$ cat src/rtl/change_dispenser.sv
// change_dispenser: pays out a credit balance as dollar and quarter coins.
// A rising edge on refund_req (seen in IDLE only) latches balance. Coins are
// then ejected largest-first, one pulse at a time, each confirmed by the
// hopper exit sensor. A missing confirmation parks the machine in FAULT until
// fault_clr is raised; payout then resumes from the amount still owed.
// Optional feature macro: COIN_INVENTORY_EN (per-coin stock counters, reload,
// low-stock flag; an empty coin type is skipped).
module change_dispenser #(
   parameter int PULSE_W     = 4,
   parameter int ACK_TIMEOUT = 255
) (
   input  logic        clk,
   input  logic        reset,
   input  logic        refund_req,
   input  logic [11:0] balance,
   input  logic        coin_sensed,
   input  logic        fault_clr,
`ifdef COIN_INVENTORY_EN
   input  logic        reload,
   output logic [7:0]  dollar_cnt,
   output logic [7:0]  quarter_cnt,
   output logic        low_coin,
`endif
   output logic        eject_dollar,
   output logic        eject_quarter,
   output logic        busy,
   output logic        done,
   output logic        fault,
   output logic [11:0] remaining,
   output logic [11:0] paid_total
);

   typedef enum logic [2:0] {
      IDLE     = 3'd0,
      SELECT   = 3'd1,
      EJECT    = 3'd2,
      WAIT_ACK = 3'd3,
      DONE     = 3'd4,
      FAULT    = 3'd5
   } state_t;

   localparam logic [7:0]  PULSE_LAST = 8'(PULSE_W - 1);
   localparam logic [7:0]  ACK_LAST   = 8'(ACK_TIMEOUT - 1);
   localparam logic [11:0] DOLLAR_C   = 12'd100;
   localparam logic [11:0] QUARTER_C  = 12'd25;

   state_t      state_r, state_nxt_s;
   logic        sel_dollar_r, sel_dollar_nxt_s;  // coin type of the current eject
   logic [7:0]  cnt_r, cnt_nxt_s;                // pulse width / ack timeout counter
   logic [11:0] remaining_r, remaining_nxt_s;
   logic [11:0] paid_r, paid_nxt_s;
   logic        req_d_r;
   logic        req_edge_s;
   logic [11:0] coin_val_s;
   logic        dollar_ok_s, quarter_ok_s;

   logic        eject_dollar_r, eject_quarter_r, busy_r, done_r, fault_r;

`ifdef COIN_INVENTORY_EN
   logic [7:0]  dollar_cnt_r, dollar_cnt_nxt_s;
   logic [7:0]  quarter_cnt_r, quarter_cnt_nxt_s;
   logic        low_coin_r;

   assign dollar_ok_s  = (dollar_cnt_r != 8'd0);
   assign quarter_ok_s = (quarter_cnt_r != 8'd0);
`else
   assign dollar_ok_s  = 1'b1;
   assign quarter_ok_s = 1'b1;
`endif

   assign req_edge_s = refund_req & ~req_d_r;
   assign coin_val_s = sel_dollar_r ? DOLLAR_C : QUARTER_C;

   // Next-state, counter and payout arithmetic
   always_comb begin
      state_nxt_s      = state_r;
      sel_dollar_nxt_s = sel_dollar_r;
      cnt_nxt_s        = cnt_r;
      remaining_nxt_s  = remaining_r;
      paid_nxt_s       = paid_r;
`ifdef COIN_INVENTORY_EN
      dollar_cnt_nxt_s  = dollar_cnt_r;
      quarter_cnt_nxt_s = quarter_cnt_r;
`endif
      case (state_r)
         IDLE: begin
            if (req_edge_s) begin
               remaining_nxt_s = balance;
               paid_nxt_s      = 12'd0;
               state_nxt_s     = SELECT;
            end else begin
               state_nxt_s = IDLE;
            end
         end
         SELECT: begin
            cnt_nxt_s = 8'd0;
            if ((remaining_r >= DOLLAR_C) && dollar_ok_s) begin
               sel_dollar_nxt_s = 1'b1;
               state_nxt_s      = EJECT;
            end else if ((remaining_r >= QUARTER_C) && quarter_ok_s) begin
               sel_dollar_nxt_s = 1'b0;
               state_nxt_s      = EJECT;
            end else if (remaining_r >= QUARTER_C) begin
               state_nxt_s = FAULT;
            end else begin
               state_nxt_s = DONE;
            end
         end
         EJECT: begin
            // coin_sensed is deliberately not looked at while the hopper is driven
            if (cnt_r == PULSE_LAST) begin
               cnt_nxt_s   = 8'd0;
               state_nxt_s = WAIT_ACK;
            end else begin
               cnt_nxt_s = cnt_r + 8'd1;
            end
         end
         WAIT_ACK: begin
            if (coin_sensed) begin
               state_nxt_s = SELECT;
               // Guard keeps remaining from wrapping below zero
               if (remaining_r >= coin_val_s) begin
                  remaining_nxt_s = remaining_r - coin_val_s;
                  paid_nxt_s      = paid_r + coin_val_s;
`ifdef COIN_INVENTORY_EN
                  if (sel_dollar_r && (dollar_cnt_r != 8'd0)) begin
                     dollar_cnt_nxt_s = dollar_cnt_r - 8'd1;
                  end else if (!sel_dollar_r && (quarter_cnt_r != 8'd0)) begin
                     quarter_cnt_nxt_s = quarter_cnt_r - 8'd1;
                  end else begin
                     dollar_cnt_nxt_s = dollar_cnt_r;
                  end
`endif
               end else begin
                  remaining_nxt_s = remaining_r;
               end
            end else if (cnt_r == ACK_LAST) begin
               state_nxt_s = FAULT;
            end else begin
               cnt_nxt_s = cnt_r + 8'd1;
            end
         end
         DONE: begin
            state_nxt_s = IDLE;
         end
         FAULT: begin
            if (fault_clr) begin
               state_nxt_s = SELECT;
            end else begin
               state_nxt_s = FAULT;
            end
         end
         default: begin
            state_nxt_s = IDLE;
         end
      endcase
`ifdef COIN_INVENTORY_EN
      // Restocking is only honoured while no payout is in progress
      if (reload && (state_r == IDLE)) begin
         dollar_cnt_nxt_s  = 8'd200;
         quarter_cnt_nxt_s = 8'd200;
      end else begin
         dollar_cnt_nxt_s = dollar_cnt_nxt_s;
      end
`endif
   end

   // State, counter and payout bookkeeping registers
   always_ff @(posedge clk or negedge reset) begin
      if (!reset) begin
         state_r      <= IDLE;
         sel_dollar_r <= 1'b0;
         cnt_r        <= 8'd0;
         remaining_r  <= 12'd0;
         paid_r       <= 12'd0;
         req_d_r      <= 1'b0;
`ifdef COIN_INVENTORY_EN
         dollar_cnt_r  <= 8'd0;
         quarter_cnt_r <= 8'd0;
`endif
      end else begin
         state_r      <= state_nxt_s;
         sel_dollar_r <= sel_dollar_nxt_s;
         cnt_r        <= cnt_nxt_s;
         remaining_r  <= remaining_nxt_s;
         paid_r       <= paid_nxt_s;
         req_d_r      <= refund_req;
`ifdef COIN_INVENTORY_EN
         dollar_cnt_r  <= dollar_cnt_nxt_s;
         quarter_cnt_r <= quarter_cnt_nxt_s;
`endif
      end
   end

   // Status and hopper drive outputs, registered from the next state so they align with it
   always_ff @(posedge clk or negedge reset) begin
      if (!reset) begin
         eject_dollar_r  <= 1'b0;
         eject_quarter_r <= 1'b0;
         busy_r          <= 1'b0;
         done_r          <= 1'b0;
         fault_r         <= 1'b0;
`ifdef COIN_INVENTORY_EN
         low_coin_r      <= 1'b1;
`endif
      end else begin
         eject_dollar_r  <= (state_nxt_s == EJECT) &&  sel_dollar_nxt_s;
         eject_quarter_r <= (state_nxt_s == EJECT) && !sel_dollar_nxt_s;
         busy_r          <= (state_nxt_s != IDLE);
         done_r          <= (state_nxt_s == DONE);
         fault_r         <= (state_nxt_s == FAULT);
`ifdef COIN_INVENTORY_EN
         low_coin_r      <= (dollar_cnt_nxt_s < 8'd10) || (quarter_cnt_nxt_s < 8'd10);
`endif
      end
   end

   assign eject_dollar  = eject_dollar_r;
   assign eject_quarter = eject_quarter_r;
   assign busy          = busy_r;
   assign done          = done_r;
   assign fault         = fault_r;
   assign remaining     = remaining_r;
   assign paid_total    = paid_r;
`ifdef COIN_INVENTORY_EN
   assign dollar_cnt    = dollar_cnt_r;
   assign quarter_cnt   = quarter_cnt_r;
   assign low_coin      = low_coin_r;
`endif

endmodule

$ cat config.mk
export PLATFORM = sky130hd
export DESIGN_NAME = change_dispenser
export DESIGN_NICKNAME = d
export VERILOG_FILES = /design/src/rtl/change_dispenser.sv
export SDC_FILE = /design/constraint.sdc
export NUM_CORES = 1
export LEC_CHECK = 0
export BUFFER_PORTS_ARGS = -buffer_cell sky130_fd_sc_hd__buf_2
export CAP_MARGIN = 30
export CORE_MARGIN = 5
export CORE_UTILIZATION = 45
export CTS_BUF_LIST = sky130_fd_sc_hd__clkbuf_16
export DETAILED_ROUTE_END_ITERATION = 6
export GPL_ROUTABILITY_DRIVEN = 0
export MAX_ROUTING_LAYER = met4
export PLACE_DENSITY_LB_ADDON = 0.2
export RECOVER_POWER = 50
export SYNTH_ARGS = -nofsm -noshare
export SYNTH_HDL_FRONTEND = slang
export SYNTH_SLANG_ARGS = --single-unit
$ cat constraint.sdc
create_clock -name clk -period 6.3 [get_ports clk]
set_input_delay 0.63 -clock clk [delete_from_list [all_inputs] [get_ports clk]]
set_output_delay 0.63 -clock clk [all_outputs]
set_load 0.005 [all_outputs]
==> metrics, run 1 <==
status=finished with violations; violated checks=capacitance limit, slew limit; Die X-Extent=86.2 microns; Max Clk Rate=0.315 GHz; Crit Path Class=reg -> reg; Diodes inserted=0; PwrDens=498 nW/um^2; Core Rows=27; total congestion overflow=0; Avg Vias per Cell=5.59; Starting DRT DRC Count=122; Ports=46; fin crit share=50.4%; die area=7440 sq um; unrepaired setup endpoints after global routing=no; crit path DAT=3.34 ns; Post-synth EDFFs=0; FF+latch count, synth=42; Syn Nets=327; Crit path largest cell delay=0.64 ns; Sw Pwr=683 uW; clock root cell=clkbuf_16; global-route usage over all layers=18.3%; Flop pwr share=30.0%; Post-DRT Antenna Nets=0; vias in the first global route=2233; most common cell in the netlist=dfrtp_1; CTS Hold Bufs=0; fin nets=371; Lkg Pwr=1.43 nW; max-capacitance violation count=1; Worst Path Required=6.47 ns; Post-Syn Area=2620 sq um; Synth Warn #=0; Clk pin slew, worst setup/hold paths=0.06 ns; Initial Util=46.9%; count of port buffers added during placement=45; CP max-delay cell=o21ai_4; via count=2299; layout cells sized above 1=16.5%; worst-path cell chain=inv_1 -> ha_1 -> a21o_1 -> a211o_1 -> or3_4 -> o21ai_4 -> nor4_1 -> a221o_1; Max VDD drop=0.258 mV; fill cell count=524; # DRC=0; Synth top area share=40.2%; Final Skew=0.00956 ns; Logic pwr share=52.7%; min-delay worst type=in -> async; synth top area cells=dfrtp_1, ha_1, nand2_1; synthesized instance count=294; DPL Wire Length=4.53 mm; Critical Path Fanout Max=35; Post-synth top cells=dfrtp_1, nand2_1, nor2_1, o21ai_0, a21oi_1; cts repair resizes=0; first-pass GRT wire length=10.6 mm; layout overhead on the synthesized area=16.1%; Setup violations, final=0; largest net degree at the start of global routing=43; Unique masters post-synth=54; Setup TNS=0 ns; crit start category=flop; Post CTS Setup Buffer Count=0; clk_lat worst skew=0.29 ns; DP Area=2900 sq um; P_int=828 uW; worst-margin pin slew=1.82 ns; drt pass-1 iters=4; clock group share of total power=17.3%; Core ar.=5570 sq um; ys async rst share=100%; critical path endpoint category=flop; Slew headroom=-21.6%; min Tclk post-route=3.17 ns; Sw Ratio=45.2%; ys flop type=dfrtp_1; TritonCTS clock tree=yes; Die Span Y=86.2 microns; sequential share of the synthesized area=40.2%; antenna violations before repair=0; Design Area, Final=3040 sq um; per-cell routed wire length=15.3 microns; final slew viol count=35; CTS max path bufs=2; Yosys top cell by area=dfrtp_1; drt total wl=6.29 mm; fin cells=411; Post-Place Cells=402; Num CTS Buffers=5; Sink Count=42; htree depth=2; Hold Fails Final Rpt=0; Synth Area per Inst=8.89 sq um
==> path summary, 6_finish.rpt <==
| check | startpoint | endpoint | slack (ns) | cells after the start |
|---|---|---|---|---|
| hold reg to reg | paid_total[0]$_DFFE_PN0P_ | paid_total[0]$_DFFE_PN0P_ | 0.52 | 2 |
| setup reg to reg | sel_dollar_r$_DFF_PN0_ | remaining[11]$_DFFE_PN0P_ | 3.13 | 8 |
| max in group asynchronous | reset | sel_dollar_r$_DFF_PN0_ | 3.99 | 2 |
| hold / removal | reset | paid_total[2]$_DFFE_PN0P_ | 0.26 | 1 |
| setup / recovery | sel_dollar_r$_DFF_PN0_ | remaining[11]$_DFFE_PN0P_ | 3.13 | 8 |
| min in group clk | refund_req | req_d_r$_DFF_PN0_ | 0.48 | 1 |
==> state kept, by name, summed over array words and instances, names as in the netlist <==
signal and count:
busy 1, cnt_r 8, paid_total 12, sel_dollar_r 1
eject_dollar 1, fault 1, eject_quarter 1, req_d_r 1
remaining 12, done 1, state_r 3
==> metal layers <==
layer / up-vias / global-route usage, % / part of all wire, %
li1: 1170 / - / -
met1: 1068 / 25.7 / 50
met2: 55 / 27.1 / 44
met3: 6 / 3.33 / 4.4
met4: 0 / 5.24 / 1.3
met5: - / - / 0
==> power by group through the flow <==
stage / Clock (mW) / Sequential (mW) / Combinational [mW]
after global placement: 0 / 0.456 / 0.781
after detailed placement: 0 / 0.458 / 0.791
after floorplan: 0 / 0.437 / 0.588
after CTS: 0.267 / 0.455 / 0.799
final: 0.262 / 0.454 / 0.796
after global routing: 0.278 / 0.469 / 0.900
==> cell type report <==
type | count | area [sq um] | area share [%]
clock buffer | 5 | 125 | 4.12
multi-input combinational | 234 | 1490 | 49.1
timing repair buffer | 47 | 225 | 7.42
inverter | 8 | 30.0 | 0.989
tap | 72 | 90.1 | 2.97
clock inverter | 3 | 23.8 | 0.783
sequential | 42 | 1050 | 34.6
==> worst max-delay path, delay by kind of cell (launching register included) <==
kind	cells	cell delay, ns
AOI/OAI and AO/OA	4	1.48
adders and majority gates	1	0.37
and+or+nand+nor	2	0.49
buffers and inverters	1	0.28
DFF	1	0.45
==> per-stage QoR <==
step                      total power [mW]  setup slack (ns)  hold WS (ns)  utilization, %
final                                 1.51              3.13         0.257            54.5
after global placement                1.24              3.28         0.495            51.9
after floorplan                       1.03              3.85         0.334               -
after global routing                  1.65              2.96         0.310            54.5
after CTS                             1.52              3.14         0.468            54.6
after detailed placement              1.25              3.18         0.499            51.9
==> cell usage in the layout, fill, tap and decap left out, types with 2 or more instances in the layout <==
cell / n
clkbuf_1: 10
buf_2: 36
or3_1: 2
xnor2_1: 4
nand3_1: 7
clkinvlp_4: 2
nand4_1: 2
inv_1: 8
nand2b_1: 5
a41o_1: 2
a31oi_1: 5
clkbuf_16: 5
nor3_1: 3
nor2b_1: 3
o21a_1: 4
nor4_1: 2
or4_1: 4
a21oi_1: 23
a21o_1: 3
mux2i_1: 3
a2bb2oi_1: 2
ha_1: 16
nor2_1: 32
o22ai_1: 2
and4_1: 2
o21ai_0: 24
a211oi_1: 3
nand2_1: 36
or2_2: 5
dfrtp_1: 42
o211a_1: 2
xor2_1: 6
o31ai_1: 8
a2111oi_0: 2
==> cell families after synthesis <==
group	Yosys count	share of synthesized area (%)
AOI/OAI and AO/OA	94	23.5
adders and majority gates	16	7.66
and+or+nand+nor	111	21.3
muxes	3	1.15
buffers and inverters	18	2.78
xor gates and xnor gates	10	3.35
DFF	42	40.2
Power figures use the tool's default switching activity.
==> run 2, diff against run 1 <==
--- a/config.mk
+++ b/config.mk
@@ -5,6 +5,7 @@
 export SDC_FILE = /design/constraint.sdc
 export NUM_CORES = 1
 export LEC_CHECK = 0
+export ABC_AREA = 1
 export BUFFER_PORTS_ARGS = -buffer_cell sky130_fd_sc_hd__buf_2
 export CAP_MARGIN = 30
 export CORE_MARGIN = 5
==> constraint.sdc (replaced) <==
create_clock -name clk -period 3.1 [get_ports clk]
set_input_delay 0.31 -clock clk [delete_from_list [all_inputs] [get_ports clk]]
set_output_delay 0.31 -clock clk [all_outputs]
set_load 0.005 [all_outputs]
==> metrics, run 2 <==
largest net degree at the start of global routing=43 (unchanged); Synth Warn #=0 (unchanged); Worst Hold Depth=1; first-pass GRT wire length=13.6 mm (+28%); crit-path most repeated cell=nand2_1; fin nets=538 (+45%); fin crit share=81.7% (+31 points); Num CTS Buffers=5 (unchanged); Worst Path Required=3.31 ns (-3.16 ns); synth top area cells=dfrtp_1, nand2_1, nand3_1; Setup TNS=0 ns (unchanged); clk_lat worst skew=0.29 ns (about the same); Max Clk Rate=0.395 GHz (+25%); FF+latch count, synth=42 (unchanged); antenna violations before repair=0 (unchanged); Initial Util=46.0% (-0.89 points); Syn Nets=493 (+51%); drt total wl=7.65 mm (+22%); count of port buffers added during placement=45 (unchanged); Avg Vias per Cell=5.00 (-11%); Worst R2R Start=sel_dollar_r$_DFF_PN0_; vias in the first global route=3025 (+35%); r2r setup slk=0.57 ns (-2.56 ns); htree depth=2 (unchanged); Diodes inserted=0 (unchanged); Unique masters post-synth=36 (-33%); Fin Hold WS=0.142 ns (-0.115 ns); via count=3011 (+31%); critical path endpoint category=flop; cts repair resizes=0 (unchanged); Yosys top cell by area=dfrtp_1; Post-Syn Area=3130 sq um (+20%); most common cell after layout, fill and taps aside=nand2_1; Starting DRT DRC Count=173 (+42%); Critical Path Fanout Max=22 (-37%); DPL Wire Length=5.64 mm (+25%); Synth Area per Inst=6.80 sq um (-24%); layout overhead on the synthesized area=14.3%; layout cells sized above 1=15.2% (-1.3 points); min-delay worst type=in -> reg; Post-Place Cells=593 (+48%); Core Rows=30 (+11%); Setup violations, final=0 (unchanged); Lkg Pwr=1.91 nW (+33%); TritonCTS clock tree=yes; Post-synth top cells=nand2_1, inv_1, dfrtp_1, nand3_1, nor2_1; fin cells=602 (+46%); clock root cell=clkbuf_16; total congestion overflow=0 (unchanged); most frequent cells in the layout=nand2_1, inv_1, dfrtp_1; Final Skew=0.0113 ns (+0.00173 ns); DP Area=3410 sq um (+18%); reg2reg path depth=12 (+4); Core ar.=6790 sq um (+22%); startpoint of the worst hold path=refund_req; Die Span Y=93.4 microns (+8.3%); # DRC=0 (unchanged); Die X-Extent=93.4 microns (+8.3%); crit path DAT=2.74 ns (-0.60 ns); crit start category=flop; Max VDD drop=0.500 mV (+94%); CP max-delay cell=dfrtp_1; CTS max path bufs=2 (unchanged); CTS Hold Bufs=0 (unchanged); Post-DRT Antenna Nets=0 (unchanged); Crit Path Class=reg -> reg; worst-margin pin slew=1.26 ns (-0.568 ns); status=complete, no violations; Slew headroom=16.3% (+38 points); max-capacitance violation count=0 (-1); R2R Path End=remaining[1]$_DFFE_PN0P_; Crit path largest cell delay=0.49 ns (-0.15 ns); worst-path cell chain=inv_1 -> ha_1 -> ha_1 -> inv_1 -> nand2_1 -> nand2_1 -> nand3_4 -> a21oi_4 -> nor2_2 -> nor2_4 -> nand2_1 -> o21ai_1; ys flop type=dfrtp_1; Post CTS Setup Buffer Count=0 (unchanged); Design Area, Final=3570 sq um (+18%); Hold Fails Final Rpt=0 (unchanged); sequential share of the synthesized area=33.6% (-6.6 points); die area=8720 sq um (+17%); Ports=46 (unchanged); most common cell in the netlist=nand2_1; Hold EP=req_d_r$_DFF_PN0_; min Tclk post-route=2.53 ns (-0.643 ns); global-route usage over all layers=19.6% (+1.3 points); final slew viol count=0 (-100%); per-cell routed wire length=12.7 microns (-17%); ys async rst share=100% (unchanged); PwrDens=1090 nW/um^2 (+120%); Synth top area share=33.6% (-6.6 points); drt pass-1 iters=4 (unchanged); Post-synth EDFFs=0 (unchanged); Clk pin slew, worst setup/hold paths=0.06 ns (about the same); unrepaired setup endpoints after global routing=no; synthesized instance count=460 (+56%); Sink Count=42 (unchanged)
==> run 2: cell count changes after synthesis, moves of 7 or more <==
| cell | delta |
|---|---|
| nand2_1 | +141 |
| inv_1 | +37 |
| nand3_1 | +34 |
| a21oi_1 | -12 |
| o21ai_0 | -12 |
| o21ai_1 | +9 |
| o31ai_1 | -8 |
| inv_2 | +7 |
==> run 2: worst max path at each step <==
stage / slack, ns / to / from / cells after the start
2_1_floorplan: 1.14 / remaining[1]$_DFFE_PN0P_ / sel_dollar_r$_DFF_PN0_ / 12
3_3_place_gp: 0.72 / remaining[0]$_DFFE_PN0P_ / sel_dollar_r$_DFF_PN0_ / 12
3_5_place_dp: 0.62 / remaining[1]$_DFFE_PN0P_ / sel_dollar_r$_DFF_PN0_ / 12
4_1_cts: 0.60 / remaining[1]$_DFFE_PN0P_ / sel_dollar_r$_DFF_PN0_ / 12
5_1_grt: 0.33 / paid_total[7]$_DFFE_PN0P_ / sel_dollar_r$_DFF_PN0_ / 12
6_report: 0.57 / remaining[1]$_DFFE_PN0P_ / sel_dollar_r$_DFF_PN0_ / 12
==> run 2: critical path: cells and delay by family, from the launching register on <==
kind                     cells  cell delay, ns
AO/OA/AOI/OAI                2            0.27
adder cells (fa/ha/maj)      2            0.45
buffers and inverters        2            0.31
flip-flops                   1            0.49
AND/OR/NAND/NOR              6            0.94
==> run 2: power by group <==
group | leakage (nW) | internal (mW) | switching (mW) | total [mW]
clock | 0.0760 | 0.380 | 0.231 | 0.612
sequential | 0.551 | 0.727 | 0.199 | 0.926
combinational | 1.28 | 0.796 | 1.55 | 2.34
total | 1.91 | 1.90 | 1.98 | 3.88
==> run 2: area by class of cell <==
type                    count  area, sq um
multi-input cells         357         1810
clock buffers               5          125
inverters                  52          195
repair buffers             47          226
well taps                  96          120
fillers                   684         3220
flip-flops and latches     42         1050
clock inverters             3         45.0
==> run 2: kinds of logic (layout without fill, tap and decap cells) <==
family | Yosys count | in the layout | synth area share (%)
simple gates | 290 | 290 | 40.4
buf+inv | 61 | 107 | 8.44
compound gates | 43 | 43 | 8.92
flops | 42 | 42 | 33.6
fa+ha+maj | 16 | 16 | 6.40
xor+xnor | 8 | 8 | 2.24
==> run 2: metal layers <==
metal  track usage (%)  part of all wire (%)
met1              24.3                    47
met2              33.5                    48
met3              2.65                   4.4
met4              5.25                  0.63
met5                 -                     0
==> run 2: metrics by stage <==
step	setup WS, ns	utilization (%)	power [mW]
floorplan	1.14	-	2.77
global placement	0.724	50.2	3.25
detailed placement	0.617	50.2	3.29
CTS	0.600	52.7	3.92
global route	0.326	52.6	4.30
finish	0.568	52.6	3.88
